<file path="config.mk">
export PLATFORM = sky130hd
export DESIGN_NAME = gcd_engine
export DESIGN_NICKNAME = d
export VERILOG_FILES = /design/src/rtl/gcd_engine.sv
export SDC_FILE = /design/constraint.sdc
export NUM_CORES = 1
export LEC_CHECK = 0
export CAP_MARGIN = 20
export CELL_PAD_IN_SITES_DETAIL_PLACEMENT = 0
export CELL_PAD_IN_SITES_GLOBAL_PLACEMENT = 2
export CORE_MARGIN = 2
export CORE_UTILIZATION = 37
export DETAILED_ROUTE_END_ITERATION = 7
export PLACE_DENSITY_LB_ADDON = 0.1
export SLEW_MARGIN = 20
export SYNTH_ARGS = -nofsm -noshare
export SYNTH_HDL_FRONTEND = slang
export SYNTH_SLANG_ARGS = --single-unit
</file>
<file path="constraint.sdc">
create_clock -name clk -period 6.4 [get_ports clk]
set_clock_uncertainty 0.2 [all_clocks]
set_input_delay 0.96 -clock clk [delete_from_list [all_inputs] [get_ports clk]]
set_output_delay 0.96 -clock clk [all_outputs]
set_load 0.05 [all_outputs]
</file>
<file path="src/rtl/gcd_engine.sv">
// gcd_engine: binary (Stein) GCD of two unsigned WIDTH-bit operands.
// Common factors of two are stripped first and counted in k. The odd
// remainders are then reduced by halving and halved differences until
// they are equal, and the stripped factors are restored with one shift.
// res and done come from registers. ready depends only on the FSM state.
module gcd_engine #(
    parameter int WIDTH = 8
) (
    input  logic             clk,
    input  logic             reset,
    input  logic             ld,
    input  logic [WIDTH-1:0] u,
    input  logic [WIDTH-1:0] v,
    output logic [WIDTH-1:0] res,
    output logic             done,
    output logic             ready
);

    // k counts common factors of two. At most WIDTH-1 of them can be
    // stripped from non-zero operands, so this width leaves headroom.
    localparam int KW = $clog2(WIDTH) + 1;

    typedef enum logic [2:0] {
        IDLE,
        STRIP,
        REDUCE,
        SHIFT,
        DONE
    } state_t;

    state_t           state_reg, state_next;
    logic [WIDTH-1:0] u_reg, u_next;
    logic [WIDTH-1:0] v_reg, v_next;
    logic [KW-1:0]    k_reg, k_next;
    logic [WIDTH-1:0] res_reg, res_next;
    logic             done_reg, done_next;
    logic             accept;

    // A load is taken only while the engine is parked (idle or holding a result).
    assign ready  = (state_reg == IDLE) || (state_reg == DONE);
    assign accept = ld && ready;

    assign res  = res_reg;
    assign done = done_reg;

    // State and datapath registers; reset clears everything and aborts any operation.
    always_ff @(posedge clk or posedge reset) begin
        if (reset) begin
            state_reg <= IDLE;
            u_reg     <= '0;
            v_reg     <= '0;
            k_reg     <= '0;
            res_reg   <= '0;
            done_reg  <= 1'b0;
        end else begin
            state_reg <= state_next;
            u_reg     <= u_next;
            v_reg     <= v_next;
            k_reg     <= k_next;
            res_reg   <= res_next;
            done_reg  <= done_next;
        end
    end

    // Next-state and datapath updates; every register holds unless a rule below changes it.
    always_comb begin
        state_next = state_reg;
        u_next     = u_reg;
        v_next     = v_reg;
        k_next     = k_reg;
        res_next   = res_reg;
        done_next  = done_reg;

        if (accept) begin
            // The accepting edge drops done and starts the new operation.
            u_next    = u;
            v_next    = v;
            k_next    = '0;
            done_next = 1'b0;
            if ((u == '0) || (v == '0)) begin
                // gcd(0,x) = x. The result is posted at once.
                // done follows one edge later from the DONE state.
                res_next   = u | v;
                state_next = DONE;
            end else begin
                state_next = STRIP;
            end
        end else begin
            case (state_reg)
                STRIP: begin
                    if (!u_reg[0] && !v_reg[0]) begin
                        u_next = u_reg >> 1;
                        v_next = v_reg >> 1;
                        k_next = k_reg + KW'(1);
                    end else begin
                        state_next = REDUCE;
                    end
                end
                REDUCE: begin
                    // At least one value is odd here. Neither value ever reaches zero.
                    if (u_reg == v_reg) begin
                        state_next = SHIFT;
                    end else if (!u_reg[0]) begin
                        u_next = u_reg >> 1;
                    end else if (!v_reg[0]) begin
                        v_next = v_reg >> 1;
                    end else if (u_reg > v_reg) begin
                        // Both values are odd, so the difference is even and can be halved.
                        u_next = (u_reg - v_reg) >> 1;
                    end else begin
                        v_next = (v_reg - u_reg) >> 1;
                    end
                end
                SHIFT: begin
                    res_next   = u_reg << k_reg;
                    done_next  = 1'b1;
                    state_next = DONE;
                end
                DONE: begin
                    done_next = 1'b1;
                end
                default: begin
                    state_next = state_reg;
                end
            endcase
        end
    end

endmodule

</file>
==> impl_results.md <==
* Outcome: completed
* CTS H-tree depth at 2
* Required time at the worst-slack endpoint at between 6 and 7 ns
* Number of iterations in the first detailed-routing pass at 4
* Accumulated negative setup slack at 0 ns
* Static Leakage at 1.295 nW
* # resized after CTS at 0
* Largest net degree at the start of global routing at 33
* Post-synthesis net count at 358
* Wire length of the first global-routing pass at 12,680 um
* Post-synthesis sequential element count at 32
* Post-Syn Area per Cell at 8.457 um^2
* Hold Crit Depth at 2
* FF-to-FF setup slack at 3.07 ns
* Number of routed nets with antenna violations at 0
* Leading cell type by number of instances after synthesis: nor2_1
* Vias in the first global route at 2,431
* Ports at 29
* Total wirelength of the detailed-routed design at 7798 um
* Syn-to-layout area delta at 16.32%
* Synthesized-area fraction occupied by ao, oa, aoi and oai cells at about 28%
* Number of buffers added to fix hold violations after cts at 0
* Die footprint at roughly 8000 um^2
* Overall fraction of global-route tracks in use at around a fifth
* Maximum count of clock buffers along a single path at 2
* Die Y at 89.53 um
* Area share of the leading cell type in the synthesized netlist at 29.59%
* Number of vias after detailed routing at 2,460
* HPWL after detailed placement at 5947 um
* EDFF count, synth at 0
* Setup slack after layout at 2.977 ns
* End point of the critical path: res[5]$_DFFE_PP0P_
* Total CTS buffers at 5
* Number of distinct standard cells referenced by the synthesized netlist at 59
* Reg-to-Reg Start: u_reg[0]$_DFFE_PP0P_
* Upper clock frequency limit at between 200 and 300 MHz
* Starting utilization of the core area at ~38%
* Fin. Hold Viols at 0
* Die outline width at between 80 and 90 um
* Slew @ Worst Pin at 0.9499 ns
* Number of antenna diodes at 0
* Capturing point of the worst reg2reg path: v_reg[6]$_DFFE_PP0P_
* Clock-pin transition on the worst setup and hold timing paths at about 0.070 ns
* Relative slew slack at 36.67%
* GP Congestion at 0.8401
* Simple-Gate Fraction of Synth Area at about 17%
* Share of the clock period used by the worst path after layout at between 50% and 60%
* Setup repair after global routing missed its margin: no
* Clock Sinks at 32
* Data arrival at the endpoint of the critical path at 3.39 ns
* 1st-iter DRT viols at 135
* Xor/xnor cell area share of the yosys netlist at 2.265%
* Max-capacitance violation count at 0
* Highest net fanout along the worst path at 25
* Hold/Removal Path Class: reg -> reg
* # nets final at 376
* Category of the worst setup path launch point: input pin
* Post-synthesis instance area at 2706 um^2
* Wire length per cell after detailed routing at 17.80 um
* Later-pin clock latency in the skew report at about 0.28 ns
* Standard-cell rows at 31
* Yosys warnings at 0
* Core Region at just over 7000 um^2
* Share of final-layout standard cells stronger than drive strength 1 at 9.145%
* Final slew viol count at 0
* FF-to-FF path depth at 9
* DRC errors left at 0
* Startpoint-to-endpoint class of the critical path: in -> reg
* Largest family of logic cells by synthesized area: compound AO/OA/AOI/OAI gates
* Setup Viol. Count Final at 0
* Synth area leader: dfrtp_1
* Residual overflow from global routing at 0
* Post CTS Setup Buffer Count at 0
* Portion of netlist area occupied by mux cells at 7.582%
* Sequential area share after synthesis at just under 30%
* PD cells at about 640 nW/um^2
* Share of flip-flops with an asynchronous set or reset at between 90% and 100%
* Worst slack at placement at about 2.7 ns
* Critical path origin: ld
* Antenna violations before repair at 0
* CTS Root Cell: clkbuf_8
* Fin crit period at 3.423 ns
* Element type at the critical path end: register
* Prevailing post-synth register cell: dfrtp_1
* Maximum VDD drop at between 0.2 and 0.3 mV
* Cells after Synth at 320
* Share of synthesized cell area in full adder, half adder and majority cells at 9.339%
* CTS tree: built
* Via density per instance at around 5.6
* List of most frequent post-synthesis cells: 33 x nor2_1, 32 x dfrtp_1, 30 x o21ai_0, 26 x nand2_1, 21 x inv_1
* Top post-synthesis cells by area: dfrtp_1 30%, ha_1 7.9%, o21ai_0 5.5%
* Number of input and output port buffers inserted at 28
==> worst min path at each step <==
stage / start / endpoint / slack (ns)
after floorplan: v_reg[7]$_DFFE_PP0P_ / v_reg[7]$_DFFE_PP0P_ / 0.27
after global placement: res[7]$_DFFE_PP0P_ / res[7]$_DFFE_PP0P_ / 0.27
after detailed placement: res[7]$_DFFE_PP0P_ / res[7]$_DFFE_PP0P_ / 0.28
after CTS: res[7]$_DFFE_PP0P_ / res[7]$_DFFE_PP0P_ / 0.30
after global routing: v_reg[7]$_DFFE_PP0P_ / v_reg[7]$_DFFE_PP0P_ / 0.33
final: res[7]$_DFFE_PP0P_ / res[7]$_DFFE_PP0P_ / 0.29
==> power breakdown <==
group / internal, W / switching [W]
Combinational: 0.000556 / 0.000810
Clock: 0.000137 / 0.0000759
Sequential: 0.000296 / 0.000127
Total: 0.000989 / 0.00101
==> worst max-delay path, cell delays in order <==
cell and delay [ns]:
clkdlybuf4s50_1 0.46, nand2_1 0.63, a21oi_1 0.13, a21oi_1 0.78, mux2_2 0.42
==> cell families after synthesis <==
| group | count (synthesis) |
|---|---|
| adder cells (fa/ha/maj) | 19 |
| AND/OR/NAND/NOR | 92 |
| flip-flops | 32 |
| AO/OA/AOI/OAI | 112 |
| buffers and inverters | 40 |
| multiplexers | 18 |
| XOR/XNOR | 7 |
==> placed cells by master (no fill, tap or decap), drive strengths merged, types with 4 or more instances in the layout <==
master and instances:
clkbuf 7, ha 17, a31oi 7, dfrtp 32, o31ai 6, o21ai 33, clkdlybuf4s50 28, o31a 4
a221oi 7, nor2 33, nor3 4, a211oi 4, a21oi 20, inv 21, o22ai 6, mux2i 7
nor4 5, o21a 4, nand2 26, nor2b 6, xnor2 4, mux2 10
==> final cells by class <==
type	count	area, um^2
tap	99	123.9
clock inverter	1	30.03
timing repair buffer	30	295.3
clock buffer	7	96.34
multi-input combinational	248	1723
inverter	21	78.83
fill	757	4028
sequential	32	800.8
==> stage by stage <==
step / area (um^2) / hold WS (ns) / utilization (%) / std cells / power [W]
after detailed placement: 3022 / 0.2830 / 42.11 / 430 / 0.001790
final: 3148 / 0.2913 / 43.87 / 438 / 0.002002
after floorplan: 2706 / 0.2661 / - / 320 / 0.001485
after global routing: 3148 / 0.3308 / 43.87 / 438 / 0.002194
after global placement: 3022 / 0.2669 / 42.11 / 430 / 0.001793
after CTS: 3148 / 0.2994 / 43.87 / 438 / 0.002016
==> layer usage <==
layer | track usage [%] | routed length (um) | up-vias
met2 | 32.66 | 3459 | 50
met4 | 4.613 | 81 | 0
li1 | - | - | 1210
met5 | 0 | 0 | -
met3 | 3.878 | 410 | 6
met1 | 29.92 | 3846 | 1194
(Power assumes the default switching activity.)
